[src/rtl/pipe_hold_ctrl_if.sv]
// Request/hold bundle between the pipeline requesters and the hold scheduler.
interface pipe_hold_ctrl_if #(
    parameter int unsigned AW = 64
);
    logic          jump_en_i;
    logic [AW-1:0] jump_addr_i;
    logic          load_hazard_i;
    logic          div_start_i;
    logic          div_done_i;
    logic          mem_wait_i;
    logic [1:0]    hold_flag_o;
    logic          jump_en_o;
    logic [AW-1:0] jump_addr_o;
    logic          busy_o;
    logic [31:0]   stall_cnt_o;

    // Requester side: drives requests, consumes hold/redirect.
    modport master (
        output jump_en_i, jump_addr_i, load_hazard_i, div_start_i, div_done_i, mem_wait_i,
        input  hold_flag_o, jump_en_o, jump_addr_o, busy_o, stall_cnt_o
    );

    // Scheduler side.
    modport slave (
        input  jump_en_i, jump_addr_i, load_hazard_i, div_start_i, div_done_i, mem_wait_i,
        output hold_flag_o, jump_en_o, jump_addr_o, busy_o, stall_cnt_o
    );
endinterface

[src/rtl/pipe_hold_ctrl.sv]
// Pipeline hold/flush scheduler: sequences the 2-bit hold flag for PC, IF/ID
// and ID/EX, forwards the jump redirect, and counts stalled cycles.
module pipe_hold_ctrl #(
    parameter int unsigned AW        = 64,
    parameter int unsigned FLUSH_CYC = 2,
    parameter int unsigned HAZ_CYC   = 1
) (
    input  logic             clk,
    input  logic             rst,
    pipe_hold_ctrl_if.slave  bus
);
    localparam int unsigned CW = 32;

    localparam logic [1:0] HOLD_RUN    = 2'b00;
    localparam logic [1:0] HOLD_BUBBLE = 2'b01;
    localparam logic [1:0] HOLD_FREEZE = 2'b10;
    localparam logic [1:0] HOLD_FLUSH  = 2'b11;

    typedef enum logic [1:0] {
        ST_RUN     = 2'd0,
        ST_FLUSH   = 2'd1,
        ST_LDSTALL = 2'd2,
        ST_DIVWAIT = 2'd3
    } state_t;

    state_t        state_q, state_d;
    logic [1:0]    flush_cnt_q, flush_cnt_d;
    logic [1:0]    haz_cnt_q, haz_cnt_d;
    logic          done_pend_q, done_pend_d;
    logic [CW-1:0] stall_cnt_q, stall_cnt_d;

    logic [1:0]    hold_c;
    logic          jump_en_c;
    logic [AW-1:0] jump_addr_c;

    // State and counter registers.
    always_ff @(posedge clk or negedge rst) begin
        if (!rst) begin
            state_q     <= ST_RUN;
            flush_cnt_q <= 2'd0;
            haz_cnt_q   <= 2'd0;
            done_pend_q <= 1'b0;
            stall_cnt_q <= '0;
        end else begin
            state_q     <= state_d;
            flush_cnt_q <= flush_cnt_d;
            haz_cnt_q   <= haz_cnt_d;
            done_pend_q <= done_pend_d;
            stall_cnt_q <= stall_cnt_d;
        end
    end

    // Next state and Mealy hold/redirect outputs.
    always_comb begin
        state_d     = state_q;
        flush_cnt_d = flush_cnt_q;
        haz_cnt_d   = haz_cnt_q;
        done_pend_d = done_pend_q;
        hold_c      = HOLD_RUN;
        jump_en_c   = 1'b0;
        jump_addr_c = '0;

        unique case (state_q)
            ST_RUN: begin
                if (bus.mem_wait_i) begin
                    hold_c = HOLD_FREEZE;
                end else if (bus.jump_en_i) begin
                    jump_en_c   = 1'b1;
                    jump_addr_c = bus.jump_addr_i;
                    hold_c      = HOLD_FLUSH;
                    if (FLUSH_CYC > 1) begin
                        state_d     = ST_FLUSH;
                        flush_cnt_d = 2'(FLUSH_CYC - 2);
                    end
                end else if (bus.div_start_i) begin
                    hold_c  = HOLD_FREEZE;
                    state_d = ST_DIVWAIT;
                end else if (bus.load_hazard_i) begin
                    hold_c = HOLD_BUBBLE;
                    if (HAZ_CYC > 1) begin
                        state_d   = ST_LDSTALL;
                        haz_cnt_d = 2'(HAZ_CYC - 2);
                    end
                end
            end
            ST_FLUSH: begin
                // Flush cannot be stretched by memory wait: the NOPs are already in flight.
                hold_c = HOLD_FLUSH;
                if (flush_cnt_q == 2'd0) begin
                    state_d = ST_RUN;
                end else begin
                    flush_cnt_d = flush_cnt_q - 2'd1;
                end
            end
            ST_LDSTALL: begin
                if (bus.mem_wait_i) begin
                    hold_c = HOLD_FREEZE;
                end else begin
                    hold_c = HOLD_BUBBLE;
                    if (haz_cnt_q == 2'd0) begin
                        state_d = ST_RUN;
                    end else begin
                        haz_cnt_d = haz_cnt_q - 2'd1;
                    end
                end
            end
            ST_DIVWAIT: begin
                hold_c = HOLD_FREEZE;
                if (done_pend_q) begin
                    if (!bus.mem_wait_i) begin
                        hold_c      = HOLD_RUN;
                        done_pend_d = 1'b0;
                        state_d     = ST_RUN;
                    end
                end else if (bus.div_done_i) begin
                    if (bus.mem_wait_i) begin
                        done_pend_d = 1'b1;
                    end else begin
                        hold_c  = HOLD_RUN;
                        state_d = ST_RUN;
                    end
                end
            end
            default: begin
                state_d = ST_RUN;
            end
        endcase
    end

    // Saturating count of cycles with a non-run hold flag.
    always_comb begin
        stall_cnt_d = stall_cnt_q;
        if ((hold_c != HOLD_RUN) && (stall_cnt_q != '1)) begin
            stall_cnt_d = stall_cnt_q + CW'(1);
        end
    end

    // Combinational outputs are held low while reset is asserted.
    assign bus.hold_flag_o = rst ? hold_c      : HOLD_RUN;
    assign bus.jump_en_o   = rst ? jump_en_c   : 1'b0;
    assign bus.jump_addr_o = rst ? jump_addr_c : '0;
    assign bus.busy_o      = (state_q != ST_RUN);
    assign bus.stall_cnt_o = stall_cnt_q;
endmodule
[src/flat_wrapper.sv]
// flat-port wrapper written by rule: the top's interface ports become plain ports
module pipe_hold_ctrl_flat 
#(
    parameter int unsigned AW        = 64,
    parameter int unsigned FLUSH_CYC = 2,
    parameter int unsigned HAZ_CYC   = 1
)
  (clk, rst, bus_jump_en_i, bus_jump_addr_i, bus_load_hazard_i, bus_div_start_i, bus_div_done_i, bus_mem_wait_i, bus_hold_flag_o, bus_jump_en_o, bus_jump_addr_o, bus_busy_o, bus_stall_cnt_o);
  pipe_hold_ctrl_if #(.AW(AW)) bus_i ();
  input  logic clk;
  input  logic rst;
  input wire logic [$bits(bus_i.jump_en_i)-1:0] bus_jump_en_i;
  input wire logic [$bits(bus_i.jump_addr_i)-1:0] bus_jump_addr_i;
  input wire logic [$bits(bus_i.load_hazard_i)-1:0] bus_load_hazard_i;
  input wire logic [$bits(bus_i.div_start_i)-1:0] bus_div_start_i;
  input wire logic [$bits(bus_i.div_done_i)-1:0] bus_div_done_i;
  input wire logic [$bits(bus_i.mem_wait_i)-1:0] bus_mem_wait_i;
  output wire logic [$bits(bus_i.hold_flag_o)-1:0] bus_hold_flag_o;
  output wire logic [$bits(bus_i.jump_en_o)-1:0] bus_jump_en_o;
  output wire logic [$bits(bus_i.jump_addr_o)-1:0] bus_jump_addr_o;
  output wire logic [$bits(bus_i.busy_o)-1:0] bus_busy_o;
  output wire logic [$bits(bus_i.stall_cnt_o)-1:0] bus_stall_cnt_o;
  assign bus_i.jump_en_i = bus_jump_en_i;
  assign bus_i.jump_addr_i = bus_jump_addr_i;
  assign bus_i.load_hazard_i = bus_load_hazard_i;
  assign bus_i.div_start_i = bus_div_start_i;
  assign bus_i.div_done_i = bus_div_done_i;
  assign bus_i.mem_wait_i = bus_mem_wait_i;
  assign bus_hold_flag_o = bus_i.hold_flag_o;
  assign bus_jump_en_o = bus_i.jump_en_o;
  assign bus_jump_addr_o = bus_i.jump_addr_o;
  assign bus_busy_o = bus_i.busy_o;
  assign bus_stall_cnt_o = bus_i.stall_cnt_o;
  pipe_hold_ctrl #(.AW(AW), .FLUSH_CYC(FLUSH_CYC), .HAZ_CYC(HAZ_CYC)) u_core (.clk(clk), .rst(rst), .bus(bus_i));
endmodule
[config.mk]
export PLATFORM = sky130hd
export DESIGN_NAME = pipe_hold_ctrl_flat
export DESIGN_NICKNAME = d
export VERILOG_FILES = /design/src/rtl/pipe_hold_ctrl_if.sv /design/src/rtl/pipe_hold_ctrl.sv /design/src/flat_wrapper.sv
export SDC_FILE = /design/constraint.sdc
export NUM_CORES = 1
export LEC_CHECK = 0
export CORE_AREA = 2 2 87 89
export DETAILED_ROUTE_END_ITERATION = 10
export DIE_AREA = 0 0 89 91
export PLACE_DENSITY = 0.79
export SETUP_SLACK_MARGIN = 0.2
export SLEW_MARGIN = 5
export SYNTH_ARGS = -nofsm -noshare
export SYNTH_HDL_FRONTEND = slang
export SYNTH_SLANG_ARGS = --single-unit
[constraint.sdc]
create_clock -name clk -period 2.44 [get_ports clk]
set_input_delay 0.244 -clock clk [delete_from_list [all_inputs] [get_ports clk]]
set_output_delay 0.244 -clock clk [all_outputs]
set_load 0.05 [all_outputs]
==> impl_table.tex <==
\begin{tabular}{lr}
\hline
Metric & Value \\
\hline
\multicolumn{2}{l}{\textbf{Outcome}} \\
Status & complete, no violations \\
\multicolumn{2}{l}{\textbf{Final layout}} \\
Highest-count cells in the layout ignoring fill and taps & sky130\_fd\_sc\_hd\_\_clkdlybuf4s50\_1 (102), sky130\_fd\_sc\_hd\_\_buf\_12 (66), sky130\_fd\_sc\_hd\_\_and2\_1 (64) \\
Combined flip-flop and latch cell area & 996 um\^{}2 \\
Share of the core filled with cells & between 70\% and 80\% \\
Total inserted antenna cells & 0 \\
Net total in the final layout & 520 \\
Area of combinational cells with multiple inputs & about 1400 um\^{}2 \\
Fraction of layout cells with a size suffix above 1 & 24.6\% \\
Synth-to-Final Area Change & 107\% \\
Leading cell type in the layout, fill and taps excluded & sky130\_fd\_sc\_hd\_\_clkdlybuf4s50\_1 \\
Fill count & between 500 and 600 \\
\multicolumn{2}{l}{\textbf{STA}} \\
Setup skew after layout & roughly 6.4 ps \\
Setup\_tns & 0 ps \\
Final setup violation count & 0 \\
Final worst path period share & around 88\% \\
Worst slew margin & 57.0\% \\
Transition time at the pin with the least slew margin & between 600 and 700 ps \\
Final Max Slew Viols & 0 \\
Final-report hold violation count & 0 \\
Max Clk Rate & roughly 470 MHz \\
Period minus WS final & 2140 ps \\
Unrepaired setup endpoints after global routing & true \\
\multicolumn{2}{l}{\textbf{Setup path}} \\
Top fanout value on the critical path & 11 \\
Reg2Reg Capture Point & u\_core.bus.stall\_cnt\_o[1] \\
Number of cell instances on the worst register-to-register path & 6 \\
Launch point of the critical path & u\_core.bus.stall\_cnt\_o[0] \\
Req. time, crit path & between 2000 and 3000 ps \\
Internal reg-to-reg setup slack & 300 ps \\
Capture point of the critical path & u\_core.bus.stall\_cnt\_o[1] \\
Capturing element type of the critical path & flop \\
Crit path kind & reg -> reg \\
Crit start category & flop \\
Crit Reg-Reg Startpoint & u\_core.bus.stall\_cnt\_o[0] \\
Worst Path Arrival & 2330 ps \\
\multicolumn{2}{l}{\textbf{Logic synthesis}} \\
Primary flip-flop cell chosen by synthesis mapping & sky130\_fd\_sc\_hd\_\_dfrtp\_1 \\
Avg Synthesized Cell Area & between 8 and 9 um\^{}2 \\
Share of flip-flops with an asynchronous set or reset after synthesis & 100\% \\
Unique masters post-synth & 40 \\
Flip-flop and latch count after synthesis & 39 \\
Synth Warn \# & 0 \\
Post-synthesis instance total & approximately 280 \\
Share of the yosys chip area belonging to registers & roughly two fifths \\
Post-Syn Nets & 350 \\
Post-synth EDFFs & 0 \\
Cell area after synthesis & $\sim$2500 um\^{}2 \\
\multicolumn{2}{l}{\textbf{Drt}} \\
Routed len/inst & about 19 um \\
DRT Wirelength & just over 10,000 um \\
\# DRC & 0 \\
Antenna-violating nets left & 0 \\
Starting DRT DRC Count & between 100 and 150 \\
Number of vias in the routed layout & $\sim$2,700 \\
TritonRoute pass-1 iters & 4 \\
Vias/cell & 5.03 \\
\multicolumn{2}{l}{\textbf{Power}} \\
Part of the total power dissipated in the clock network & between 10\% and 20\% \\
Switching Share & 42.9\% \\
Power density cells & between 600 and 700 nW/um\^{}2 \\
Share of power burned in registers & roughly 31\% \\
Max IR drop VDD & $\sim$270 uV \\
Internal portion of total power & about 1800 uW \\
Switching power of the nets & 1360 uW \\
Comb power frac & between 50\% and 60\% \\
Leak pwr & 0.00202 uW \\
\multicolumn{2}{l}{\textbf{Min path}} \\
Path type of the worst min-delay path & in -> async \\
\multicolumn{2}{l}{\textbf{Placed design}} \\
Placer's final routability congestion estimate & $\sim$0.96 \\
Port Buffer Count & between 150 and 200 \\
Detailed-placement wirelength estimate & about 8600 um \\
\multicolumn{2}{l}{\textbf{Clock network}} \\
H-tree Lvls & 2 \\
Insertion delay to the later sink of the worst-skew pair & roughly 300 ps \\
Clock slew at the register clock pins of the worst setup and hold paths & 80 ps \\
Buffer count from post-CTS setup fixing & 0 \\
Clk sinks & 39 \\
CTS root buf & sky130\_fd\_sc\_hd\_\_clkbuf\_8 \\
Clock buffer depth & 2 \\
TritonCTS clock tree & built \\
Total clock buffers created by CTS & 5 \\
\multicolumn{2}{l}{\textbf{Global routing}} \\
Global router's overall resource usage & approximately a quarter \\
Global-route wire length before repair & roughly 15,000 um \\
Initial antenna violation count & 0 \\
Via count of the first global-routing pass & between 2,000 and 3,000 \\
Overflow left after global routing & 0 \\
Largest net degree at the start of global routing & 66 \\
\multicolumn{2}{l}{\textbf{Die}} \\
Count of standard-cell rows & 31 \\
Top-level port count & around 170 \\
Area of the core region & 7140 um\^{}2 \\
Starting density of the core & around a third \\
Die Width & 89 um \\
Area of the die & slightly above 8000 um\^{}2 \\
Vertical die dimension & 91 um \\
\multicolumn{2}{l}{\textbf{Flow run}} \\
Total of max-cap violations & 0 \\
\hline
\end{tabular}
-- registers in the layout, summed over array words and instances, names as in the netlist --
register,flops
u_core.bus.stall_cnt_o,32
u_core.done_pend_q,1
u_core.state_q,2
u_core.flush_cnt_q,2
u_core.haz_cnt_q,2
-- per-layer routing --
layer | GRT usage [%] | part of all wire, %
met5 | 0 | 0
met3 | 7.82 | 10
met2 | 45.3 | 53
met1 | 25.6 | 33
met4 | 9.70 | 3.1
-- layout make-up --
class	count	share of cell area (%)
multi-input combinational	214	28.0
inverter	8	0.586
clock buffer	6	1.61
sequential	39	19.4
clock inverter	2	0.684
tap	99	2.42
timing repair buffer	178	47.2
-- synth_stat cells, types with 3 or more instances --
cell,instances,area [um^2]
sky130_fd_sc_hd__and2_1,64,400
sky130_fd_sc_hd__and3_1,9,56.3
sky130_fd_sc_hd__and4_1,3,26.3
sky130_fd_sc_hd__clkbuf_1,12,45.0
sky130_fd_sc_hd__dfrtp_1,39,976
sky130_fd_sc_hd__ha_1,3,37.5
sky130_fd_sc_hd__inv_1,8,30.0
sky130_fd_sc_hd__mux2_2,3,33.8
sky130_fd_sc_hd__nand2_1,8,30.0
sky130_fd_sc_hd__nand3_1,19,95.1
sky130_fd_sc_hd__nand4_1,16,100
sky130_fd_sc_hd__nor2_1,11,41.3
sky130_fd_sc_hd__nor2b_1,3,18.8
sky130_fd_sc_hd__nor3_1,9,45.0
sky130_fd_sc_hd__nor4_1,8,50.1
sky130_fd_sc_hd__o21ai_0,3,15.0
sky130_fd_sc_hd__or3_1,3,18.8
sky130_fd_sc_hd__xnor2_1,20,175
sky130_fd_sc_hd__xor2_1,11,96.3
-- worst max-delay path, cell delays in order, from the launching register on --
cell                      delay [ps]
sky130_fd_sc_hd__dfrtp_2         430
sky130_fd_sc_hd__ha_1            270
sky130_fd_sc_hd__nand3_1         160
sky130_fd_sc_hd__nor4_4          240
sky130_fd_sc_hd__or3b_4          510
sky130_fd_sc_hd__nand2_2         110
sky130_fd_sc_hd__mux2_4          300
-- power groups by stage --
stage                     Sequential [uW]  Clock [uW]  Combinational, uW
after floorplan                      1180           0                716
after global placement                961           0               1610
after detailed placement              974           0               1630
after CTS                             964         573               1640
after global routing                  994         603               1720
final                                 975         567               1630
-- worst min-delay path by stage --
stage,to,from,depth (start not counted),slack (ps)
2_1_floorplan,u_core.bus.stall_cnt_o[0],rst,0,-50
3_3_place_gp,u_core.flush_cnt_q[0],rst,1,100
3_5_place_dp,u_core.flush_cnt_q[0],rst,1,110
4_1_cts,u_core.haz_cnt_q[0],rst,2,320
5_1_grt,u_core.state_q[0],rst,2,330
6_report,u_core.done_pend_q,rst,2,320
-- logic make-up after synthesis --
| logic type | after synthesis | share of synthesized area, % |
|---|---|---|
| AOI/OAI and AO/OA | 18 | 5.40 |
| xor gates and xnor gates | 31 | 10.9 |
| adders and majority gates | 3 | 1.51 |
| buffers and inverters | 23 | 3.98 |
| DFF | 39 | 39.3 |
| muxes | 3 | 1.36 |
| and+or+nand+nor | 159 | 37.5 |
-- metrics by stage --
stage               setup WS [ps]  power [uW]  hold WS (ps)  cell area [um^2]  std cells
CTS                           211        3180           320              5110        546
finish                        302        3180           321              5120        546
global route                  195        3310           335              5120        546
global placement              248        2570           104              4990        537
detailed placement            169        2610           108              4990        537
floorplan                     192        1890         -51.6              2530        276
-- timing repair --
action | CTS | global route
endpoints found under the hold margin | 7 | 0
hold buffers | 1 | 0
setup endpoints to repair | 0 | 49
resized for setup | 0 | 5
(Power assumes the default switching activity.)
